<file path="src/rtl/x2_bist_pkg.sv">
// x2_bist_pkg: shared state encoding, sizes and MISR tap rule for the x2 BIST controller
package x2_bist_pkg;
  typedef enum logic [1:0] {IDLE, WAIT, CAPTURE, DONE} bist_state_t;
  localparam int X2_N_IN = 10;
  localparam int X2_N_OUT = 7;
  localparam int N_PAT = 1 << X2_N_IN;
  // Shift-and-xor compaction; only the low n bits of the result are meaningful.
  function automatic logic [31:0] misr_next(input logic [31:0] misr, input logic [31:0] d, input int n);
    logic [31:0] r;
    r = {misr[30:0], 1'b0} ^ d;
    r[0] = misr[n-1] ^ misr[n-2] ^ d[0];
    return r;
  endfunction
endpackage

</file>
<file path="src/rtl/x2_misr.sv">
// x2_misr: multiple-input signature register compacting netlist responses
module x2_misr
  import x2_bist_pkg::*;
#(
  parameter int N_OUT = X2_N_OUT
) (
  input  logic             clk,
  input  logic             rst,
  input  logic             load,
  input  logic [N_OUT-1:0] seed,
  input  logic             en,
  input  logic [N_OUT-1:0] d,
  output logic [N_OUT-1:0] q
);
  // Seed takes precedence over a capture so a restart always begins clean.
  always_ff @(posedge clk)
    if (rst) q <= '0;
    else if (load) q <= seed;
    else if (en) q <= N_OUT'(misr_next(32'(q), 32'(d), N_OUT));
endmodule

</file>
<file path="src/rtl/x2_bist_ctrl.sv">
// x2_bist_ctrl: exhaustive-pattern BIST controller with settle wait and MISR signature check
module x2_bist_ctrl
  import x2_bist_pkg::*;
#(
  parameter int              N_IN       = X2_N_IN,
  parameter int              N_OUT      = X2_N_OUT,
  parameter int              SETTLE     = 2,
  parameter logic [N_OUT-1:0] MISR_SEED  = '0,
  parameter logic [N_OUT-1:0] GOLDEN_SIG = '0
) (
  input  logic             clk,
  input  logic             rst,
  input  logic             start,
  input  logic             abort,
  output logic [N_IN-1:0]  dut_in,
  input  logic [N_OUT-1:0] dut_out,
  output logic             busy,
  output logic             done,
  output logic [N_OUT-1:0] sig,
  output logic             pass
);
  localparam int SW = $clog2(SETTLE + 1);
  localparam logic [SW-1:0] RELOAD = SW'(SETTLE - 1);
  bist_state_t state, nxt;
  logic [SW-1:0] settle_cnt;
  logic run, last, en;
  assign run  = (state == IDLE || state == DONE) && start;
  assign last = &dut_in;
  assign en   = state == CAPTURE && !abort;
  // Next state: abort beats the normal sequence; start only counts when not busy.
  always_comb begin
    nxt = state;
    nxt = run ? WAIT :
          state == WAIT    ? (abort ? IDLE : settle_cnt == '0 ? CAPTURE : WAIT) :
          state == CAPTURE ? (abort ? IDLE : last ? DONE : WAIT) : state;
  end
  // State, pattern and settle counters; dut_in moves only at run start or after a capture.
  always_ff @(posedge clk)
    if (rst) begin
      state      <= IDLE;
      dut_in     <= '0;
      settle_cnt <= '0;
    end else begin
      state <= nxt;
      if (run) begin
        dut_in     <= '0;
        settle_cnt <= RELOAD;
      end else if (state == WAIT && !abort && settle_cnt != '0) settle_cnt <= settle_cnt - 1'b1;
      else if (en && !last) begin
        dut_in     <= dut_in + 1'b1;
        settle_cnt <= RELOAD;
      end
    end
  x2_misr #(.N_OUT(N_OUT)) u_misr (
    .clk (clk),
    .rst (rst),
    .load(run),
    .seed(MISR_SEED),
    .en  (en),
    .d   (dut_out),
    .q   (sig)
  );
  assign busy = state == WAIT || state == CAPTURE;
  assign done = state == DONE;
  assign pass = done && sig == GOLDEN_SIG;
endmodule

</file>
<file path="config.mk">
export PLATFORM = sky130hd
export DESIGN_NAME = x2_bist_ctrl
export DESIGN_NICKNAME = d
export VERILOG_FILES = /design/src/rtl/x2_bist_pkg.sv /design/src/rtl/x2_misr.sv /design/src/rtl/x2_bist_ctrl.sv
export SDC_FILE = /design/constraint.sdc
export NUM_CORES = 1
export LEC_CHECK = 0
export CAP_MARGIN = 30
export CORE_ASPECT_RATIO = 0.5
export CORE_MARGIN = 8
export CORE_UTILIZATION = 43
export CTS_CLUSTER_SIZE = 16
export DETAILED_ROUTE_END_ITERATION = 10
export PLACE_DENSITY = 0.75
export SLEW_MARGIN = 5
export SYNTH_ARGS = -nofsm -noshare
export SYNTH_HDL_FRONTEND = slang
export SYNTH_SLANG_ARGS = --single-unit
export TNS_END_PERCENT = 50
</file>
<file path="constraint.sdc">
create_clock -name clk -period 1.39 [get_ports clk]
set_input_delay 0.139 -clock clk [delete_from_list [all_inputs] [get_ports clk]]
set_output_delay 0.139 -clock clk [all_outputs]
set_load 0.01 [all_outputs]
</file>
==> implementation parameters <==
Parameter                              Value

Layout
  Area taken by multi-input logic gates    908 um2
  Area used by sequential logic in the layout    445 um2
  Number of diodes    0
  Share of cells above drive strength 1    0.470
  Post-route insts no fill    237
  Layout-stage area growth over the synthesis result    76.1%
  # nets final    217
  Count of filler cells inserted in the layout    163

Setup path
  Worst EP arrival    1.70 ns
  Type of element capturing the critical path    register
  Startpoint kind of the worst setup timing path    register
  Worst setup path class    register to register
  Highest net fanout along the worst path    13
  Data required time of the critical path    around 1.6 ns

Yosys
  Cell area after technology mapping    around 1200 um2
  Top cells by area in the synthesized netlist    dfxtp_1, xnor2_1, ha_1
  Synthesized flop and latch total    21
  Cell with the most instances after synthesis    dfxtp_1
  Post-synthesis sequential area ratio    0.356
  Dominant cell type by area after synthesis    dfxtp_1
  Top-area cell type share of the netlist area    0.356
  Count of flip-flops with a built-in enable after synthesis    0
  Count of distinct cell types in the synthesized netlist    42
  Most common library cells after synthesis    dfxtp_1, nor2_1, a21oi_1, nand2_1, xnor2_1
  Async S/R FF share, synth    0
  Number of nets produced by synthesis    144
  Cell count after synthesis    128
  Syn avg cell area    9.23 um2
  Number of warning messages in the yosys log    0
  Primary FF master, synth    dfxtp_1

Routing
  Routed Wire Length    4250 um
  Routed via count divided by cell count    5.49
  Number of optimization iterations in the first detailed-route pass    4
  Average wire per standard cell    17.9 um
  DRC marker count from the first detailed-route iteration    between 80 and 90
  Total via count in the routed design    1300
  Final routed DRC violation total    0
  Final antenna-violating net count    0

Timing
  Fmax    653 MHz
  Shortest clock period the worst path allows after layout    1.53 ns
  Final-report hold violation count    0
  Endpoints failing setup    17
  Tightest hold margin    0.546 ns
  Slew margin rel.    0.798
  Transition time at the pin with the least slew margin    0.302 ns
  Share of the clock period used by the worst path after layout    1.10
  Skew final    0.00302 ns
  Number of max-slew violations in the final report    0
  Final setup slack of the worst path    -0.141 ns
  Unrepaired setup endpoints after global routing    true

Clock tree
  Cell at the root of the clock tree    clkbuf_8
  Clock Pin Slew Worst Setup and Hold Paths    0.08 ns
  Number of H-tree branching levels    1
  Number of buffers inserted by hold repair at cts    0
  Clock Tree Buf Depth    2
  TritonCTS clock tree    built
  Clk sinks    21
  TritonCTS Buffers    3
  Clock latency at the later pin of the worst-skew pair    0.26 ns

Global routing
  Residual overflow from global routing    0
  Number of antenna violations at the first check in global routing    0
  Maximum number of pins on one net before global-route repair    14
  Via count of the first global-routing pass    1235
  First-pass GRT wire length    5800 um
  GRT Util Overall    0.148

Status
  Violations in the final reports    negative setup slack
  Run status    finished, violations left

Floorplan
  Die extent in y    53.1 um
  Die ar.    4780 um2
  I/O pins    31
  Core Box Area    around 2600 um2
  Floorplan row count    13
  Die boundary width    90.1 um
  Effective utilization at floorplan    0.454

Pwr
  Clock Power Share    0.322
  Overall power    1.27 mW
  Cell Int Power    0.938 mW
  Proportion of power drawn by combinational gates    0.196
  Power spent charging and discharging nets    approximately 0.33 mW
  Pwr per Cell Area    611 nW/um2
  Peak supply drop    0.505 mV
  Sw Share    0.262
  Sequential power share    0.482
  Leakage Power    0.889 nW

Place
  Number of input and output port buffers inserted    30
  Final RePlAce weighted congestion    0.852
  Detailed Place HPWL    2530 um
  # placed instances    225

Hold path
  Path class of the lowest-slack min-delay path    register to register

Job
  Max-capacitance violation count    0
-- power by group through the flow --
stage	Sequential (mW)	Combinational [mW]	Clock (mW)
after global routing	0.614	0.263	0.442
after CTS	0.612	0.209	0.411
final	0.613	0.249	0.410
after detailed placement	0.628	0.198	0
after global placement	0.627	0.196	0
after floorplan	0.628	0.0998	0
-- state kept, by name, indices dropped and copies added, names as in the netlist --
signal	flops
dut_in	10
settle_cnt	2
state	2
u_misr.q	7
-- layout make-up --
class | instances | area share
timing repair buffer | 72 | 0.294
inverter | 6 | 0.0114
multi-input combinational | 97 | 0.437
clock buffer | 4 | 0.0217
sequential | 21 | 0.214
tap | 37 | 0.0223
-- cells in the final DEF, fill, tap and decap left out, types with 2 or more instances in the layout --
master / count
dfxtp_1: 9
a211oi_2: 3
dfxtp_4: 4
or3_1: 3
a21oi_2: 3
nand2_1: 8
nor3_2: 2
nor2_1: 12
xnor2_2: 2
nand2_2: 2
inv_1: 4
nand4_4: 3
o21ai_0: 4
dfxtp_2: 8
ha_1: 2
dlymetal6s2s_1: 2
dlygate4sd2_1: 15
nand2b_4: 2
nand3_1: 3
clkdlybuf4s50_1: 11
xnor2_1: 8
nor4_4: 2
buf_6: 3
a211oi_1: 3
clkbuf_8: 3
a21oi_1: 7
ha_4: 2
buf_4: 38
-- stage by stage --
stage               cell area [um2]  setup slack [ns]  TNS, ns  utilization
floorplan                      1230           -0.0151  -0.0151            -
CTS                            1930            -0.127   -0.538        0.743
global placement               1810            -0.167    -1.28        0.694
global route                   2080            -0.209    -2.62        0.799
detailed placement             1810            -0.231    -1.73        0.694
finish                         2080            -0.141    -1.19        0.799
-- worst max-delay path: stages, from the launching register on --
cell	delay, ns
dfxtp_4	0.36
inv_2	0.06
ha_4	0.14
nor2b_4	0.25
buf_4	0.16
buf_8	0.14
nor2_1	0.06
a211oi_1	0.25
-- final timing paths --
path | startpoint | endpoint | slack, ns | depth (start not counted)
setup / recovery | state[0] | u_misr.q[3] | -0.14 | 7
setup reg to reg | state[0] | u_misr.q[3] | -0.14 | 7
hold reg to reg | u_misr.q[6] | u_misr.q[6] | 0.55 | 2
hold / removal | u_misr.q[6] | u_misr.q[6] | 0.55 | 2
-- per-layer routing --
metal	track usage	routed length [um]	vias to the layer above
met5	0	0	-
met4	0.0436	85	0
met3	0.0324	275	8
met2	0.282	2110	53
met1	0.168	1770	629
li1	-	-	610
-- what timing repair did --
| action | 4_1_cts | 5_1_grt |
|---|---|---|
| gates resized for setup | 39 | 29 |
| endpoints found under the setup margin | 36 | 25 |
| pin swaps | 13 | 15 |
| buffers inserted | 7 | 2 |
-- cells by family after synthesis --
family                   share of synthesized area
AO/OA/AOI/OAI                                0.204
XOR/XNOR                                    0.0741
adder cells (fa/ha/maj)                     0.0530
buffers and inverters                       0.0402
flip-flops                                   0.356
multiplexers                               0.00847
AND/OR/NAND/NOR                              0.264
(Power assumes the default switching activity.)
